File: config.mk
export PLATFORM = sky130hd
export DESIGN_NAME = bounce_squares
export DESIGN_NICKNAME = d
export VERILOG_FILES = /design/src/rtl/bounce_squares.sv
export SDC_FILE = /design/constraint.sdc
export NUM_CORES = 1
export LEC_CHECK = 0
export ABC_AREA = 1
export CAP_MARGIN = 20
export CORE_ASPECT_RATIO = 0.7
export CORE_MARGIN = 8
export CORE_UTILIZATION = 58
export CTS_CLUSTER_DIAMETER = 80
export DETAILED_ROUTE_END_ITERATION = 8
export GPL_ROUTABILITY_DRIVEN = 0
export GPL_TIMING_DRIVEN = 0
export PLACE_DENSITY = 0.76
export SLEW_MARGIN = 10
export SYNTH_ARGS = -nofsm -noshare
export SYNTH_HDL_FRONTEND = slang
export SYNTH_SLANG_ARGS = --single-unit
File: constraint.sdc
create_clock -name clk -period 3.3 [get_ports clk]
set_input_delay 0.66 -clock clk [delete_from_list [all_inputs] [get_ports clk]]
set_output_delay 0.66 -clock clk [all_outputs]
set_load 0.1 [all_outputs]
File: src/rtl/bounce_squares.sv
// Multi-square bouncing animator: moves N_SQ squares once per frame and
// reports, per strobed pixel, whether a square covers the beam and which one.
module bounce_squares #(
  parameter int N_SQ      = 4,
  parameter int CORDW     = 10,
  parameter int H_RES     = 640,
  parameter int V_RES     = 480,
  parameter int Q_SIZE    = 32,
  parameter int MAX_SPEED = 4,
  localparam int IDW      = (N_SQ > 1) ? $clog2(N_SQ) : 1
) (
  input  logic             clk,
  input  logic             rst,
  input  logic             stb_pix,
  input  logic             frame_start,
  input  logic [CORDW-1:0] sx,
  input  logic [CORDW-1:0] sy,
  input  logic             de,
  input  logic             pause,
  output logic             draw,
  output logic [IDW-1:0]   draw_id,
  output logic             busy
);

  // stb_pix qualifies frame_start/sx/sy/de; a trigger accepted in IDLE raises
  // busy on the next cycle and busy stays high until the commit has happened.
  localparam int AW = CORDW + 1;
  localparam logic [AW-1:0] XMAX = AW'(H_RES - Q_SIZE);
  localparam logic [AW-1:0] YMAX = AW'(V_RES - Q_SIZE);
  localparam logic [AW-1:0] QS   = AW'(Q_SIZE);

  typedef enum logic [1:0] {IDLE, UPDATE, COMMIT} state_t;
  state_t state, state_next;
  logic [IDW-1:0] idx, idx_next;

  logic [CORDW-1:0] wx [N_SQ];
  logic [CORDW-1:0] wy [N_SQ];
  logic [CORDW-1:0] qx [N_SQ];
  logic [CORDW-1:0] qy [N_SQ];
  logic [N_SQ-1:0]  dxr, dyd;

  // {new direction, new position}; forward means right/down.
  function automatic logic [CORDW:0] move_axis(
    input logic [CORDW-1:0] p,
    input logic             fwd,
    input logic [AW-1:0]    s,
    input logic [AW-1:0]    pmax
  );
    logic [AW-1:0] pe;
    pe = {1'b0, p};
    if (fwd) begin
      if (pe + s >= pmax) return {1'b0, pmax[CORDW-1:0]};
      else                return {1'b1, CORDW'(pe + s)};
    end else begin
      if (pe <= s) return {1'b1, {CORDW{1'b0}}};
      else         return {1'b0, CORDW'(pe - s)};
    end
  endfunction

  logic [CORDW:0] mv_x [N_SQ];
  logic [CORDW:0] mv_y [N_SQ];

  always_comb begin
    for (int i = 0; i < N_SQ; i++) begin
      mv_x[i] = move_axis(wx[i], dxr[i], AW'((i % MAX_SPEED) + 1), XMAX);
      mv_y[i] = move_axis(wy[i], dyd[i], AW'((i % MAX_SPEED) + 1), YMAX);
    end
  end

  always_comb begin
    state_next = state;
    idx_next   = idx;
    case (state)
      IDLE: begin
        if (stb_pix && frame_start && !pause) begin
          state_next = UPDATE;
          idx_next   = '0;
        end
      end
      UPDATE: begin
        idx_next = idx + 1'b1;
        if (idx == IDW'(N_SQ - 1)) state_next = COMMIT;
      end
      COMMIT:  state_next = IDLE;
      default: state_next = IDLE;
    endcase
  end

  assign busy = (state != IDLE);

  always_ff @(posedge clk) begin
    if (rst) begin
      state <= IDLE;
      idx   <= '0;
      for (int i = 0; i < N_SQ; i++) begin
        wx[i]  <= CORDW'(i * Q_SIZE / 2);
        wy[i]  <= CORDW'(i * Q_SIZE / 2);
        qx[i]  <= CORDW'(i * Q_SIZE / 2);
        qy[i]  <= CORDW'(i * Q_SIZE / 2);
        dxr[i] <= 1'b1;
        dyd[i] <= ((i % 2) == 0);
      end
    end else begin
      state <= state_next;
      idx   <= idx_next;
      for (int i = 0; i < N_SQ; i++) begin
        if (state == UPDATE && idx == IDW'(i)) begin
          {dxr[i], wx[i]} <= mv_x[i];
          {dyd[i], wy[i]} <= mv_y[i];
        end
        // Drawing only ever sees the committed copy, so a frame never tears.
        if (state == COMMIT) begin
          qx[i] <= wx[i];
          qy[i] <= wy[i];
        end
      end
    end
  end

  logic [N_SQ-1:0] hit;
  logic            hit_any;
  logic [IDW-1:0]  hit_id;

  always_comb begin
    hit = '0;
    for (int i = 0; i < N_SQ; i++) begin
      hit[i] = de
            && ({1'b0, sx} >= {1'b0, qx[i]}) && ({1'b0, sx} < {1'b0, qx[i]} + QS)
            && ({1'b0, sy} >= {1'b0, qy[i]}) && ({1'b0, sy} < {1'b0, qy[i]} + QS);
    end
  end

  // Scan downwards so the lowest covering index is the one left standing.
  always_comb begin
    hit_any = 1'b0;
    hit_id  = '0;
    for (int i = N_SQ - 1; i >= 0; i--) begin
      if (hit[i]) begin
        hit_any = 1'b1;
        hit_id  = IDW'(i);
      end
    end
  end

  always_ff @(posedge clk) begin
    if (rst) begin
      draw    <= 1'b0;
      draw_id <= '0;
    end else if (stb_pix) begin
      draw    <= hit_any;
      draw_id <= hit_id;
    end
  end

endmodule
==> flow_summary.json <==
{
  "muxShareOfSynthArea_pct": 0,
  "synthXorXnorAreaFrac_pct": 6.12,
  "synth_top_area_share_pct": 16.7,
  "drive_gt1_share_pct": 6.66,
  "fin_crit_sh_pct": 87.7,
  "cts_made_buffers": 17,
  "first_global_vias": 11293,
  "via_count": 12614,
  "grt_usage_pct": 26.0,
  "clock_latency_ns": 0.44,
  "synth_area_sq_um": 13300,
  "drc": 0,
  "cp.arrival_ns": 3.06,
  "ioPinCount": 30,
  "status": "finished clean",
  "start_util_pct": 59.0,
  "endpoint_kind": "register",
  "drt-initial-drc-count": 1703,
  "die_area_sq_um": 28100,
  "r2r_cells": 15,
  "dp_hpwl_microns": 28100,
  "clk_pin_slew_ns": 0.07,
  "tightest_slew_ns": 1.01,
  "synthesis.nets": 2035,
  "grt_max_degree": 48,
  "routed_wl_microns": 36600,
  "final_common_cell": "nand2_1",
  "ir_worst_vdd_mv": 0.342,
  "cts_resized": 0,
  "hp-class": "reg2reg",
  "ys_seq_area_share_pct": 30.1,
  "synth_top_family_by_area": "simple AND/OR/NAND/NOR gates",
  "portBuffers": 28,
  "start_kind": "primary input",
  "fmax_ghz": 0.346,
  "power_density_nw_per_um2": 340,
  "clock-sinks": 163,
  "leakagePower_nw": 6.57,
  "placed_cells_incl_taps": 2202,
  "route.antenna.remaining_nets": 0,
  "setup_tns_ns": 0,
  "n_fill_cell": 2022,
  "required_ns": 3.46,
  "hold_violations": 0,
  "slew-limit-headroom_pct": 32.2,
  "finalNonFillerCells": 2234,
  "ys_top_cells_by_area": "edfxtp_1 17%, ha_1 14%, dfxtp_1 13%",
  "setup_violations": 0,
  "fin_ws_ns": 0.406,
  "wl_per_cell_microns": 16.4,
  "fin_util_pct": 64.6,
  "dr.pass1.iters": 6,
  "grt_pass1_wl_microns": 58200,
  "dp_slack_ns": 0.0223,
  "ys_warn_count": 0,
  "grt_overflow": 0,
  "min_delay_path_depth": 2,
  "area_delta_synth_final_pct": 9.59,
  "synth_cells": 1861,
  "cts_setup_buffers": 0,
  "rsz0062_at_grt": "no",
  "antenna_found_initial": 0,
  "ys_types": 56,
  "synth_compound_area_share_pct": 12.8,
  "antenna_cells": 0,
  "final_max_slew_viol_count": 0,
  "avgSynthCellArea_sq_um": 7.15,
  "period_minus_slack_ns": 2.89,
  "synth_seq_cells": 163,
  "crit_type": "in2reg",
  "cts_tree": "done",
  "mostFrequentLayoutCells": "371 x nand2_1, 252 x inv_1, 223 x nor2_1",
  "die_w_microns": 197,
  "h-tree-depth": 4,
  "root_buffer": "clkbuf_16",
  "finalNetCount": 2083,
  "synth_adder_area_share_pct": 13.9,
  "row_count": 46,
  "fin_skew_ns": 0.0108,
  "synth_top_area_cell": "edfxtp_1",
  "hold_ws_ns": 0.479,
  "viasPerCell": 5.65,
  "synthSimpleGateAreaFrac_pct": 27.6,
  "critical_path.max_fanout": 47,
  "die_y_microns": 143,
  "drv_cap": 0,
  "core_sq_um": 22600,
  "hold_buffers": 0,
  "clk_path_buf_depth": 2
}
[power breakdown]
group / internal, mW / switching, mW
Sequential: 2.15 / 0.0501
Clock: 1.06 / 0.917
Combinational: 0.282 / 0.493
Total: 3.50 / 1.46
[flip-flops by register name, indices dropped and copies added (netlist names)]
| register | count |
|---|---|
| draw_id | 2 |
| wx | 37 |
| qy | 37 |
| dyd | 4 |
| idx | 2 |
| qx | 37 |
| dxr | 4 |
| wy | 37 |
| state | 2 |
| draw | 1 |
[cell usage after synthesis (all sizes together)]
master / count
a31oi: 20
ha: 148
nand2: 382
o211ai: 8
o2111ai: 2
a21oi: 136
a211oi: 1
xor2: 80
o311ai: 2
and2: 3
or2: 8
nand3: 118
nor2: 231
o31ai: 4
o21a: 7
clkinv: 3
nor4: 6
nand4: 36
o22ai: 3
nor3: 33
edfxtp: 74
inv: 272
a21boi: 1
a311oi: 1
dfxtp: 89
buf: 20
o21ai: 106
a21o: 10
o32ai: 1
and3: 1
xnor2: 13
o21bai: 1
nand3b: 10
a31o: 1
clkbuf: 30
[layout make-up]
cell class                 instances  area [sq um]  area share [%]
multi-input combinational       1373          8050            55.2
sequential                       163          4000            27.5
inverter                         275          1030            7.08
clock buffer                      18           429            2.94
tap                              312           390            2.68
timing repair buffer              29           308            2.11
buffer                            50           235            1.61
clock inverter                    14           141           0.969
[through the flow]
stage | area, sq um | total power, mW
floorplan | 13300 | 2.76
global placement | 14000 | 2.98
detailed placement | 14000 | 3.00
CTS | 14600 | 4.96
global route | 14600 | 5.16
finish | 14600 | 4.96
[routing by layer]
metal | global-route usage [%] | up-vias | wire length [microns]
met2 | 37.0 | 634 | 14400
li1 | - | 6243 | -
met5 | 0 | - | 0
met4 | 7.26 | 0 | 687
met3 | 6.32 | 63 | 4340
met1 | 38.3 | 5674 | 17100
[critical path, stage by stage]
cell      delay (ns)
clkbuf_1        0.21
inv_1           0.17
clkbuf_1        0.56
clkbuf_1        0.68
nand2_4         0.40
buf_16          0.32
[path summary, 6_finish.rpt]
| kind | from | slack [ns] | to |
|---|---|---|---|
| max | rst | 0.41 | qx[1][7]$_SDFFCE_PN0P_ |
| min | draw_id[1]$_SDFFE_PP0P_ | 0.48 | draw_id[1]$_SDFFE_PP0P_ |
| max reg2reg | qy[0][7]$_SDFFCE_PN0P_ | 0.84 | draw_id[0]$_SDFFE_PP0P_ |
| min reg2reg | draw_id[1]$_SDFFE_PP0P_ | 0.48 | draw_id[1]$_SDFFE_PP0P_ |
[kinds of logic after synthesis]
| family | count (synthesis) |
|---|---|
| adders and majority gates | 148 |
| xor gates and xnor gates | 93 |
| DFF | 163 |
| AOI/OAI and AO/OA | 304 |
| and+or+nand+nor | 828 |
| buffers and inverters | 325 |
Note: power is estimated with default switching activity, not from simulation.
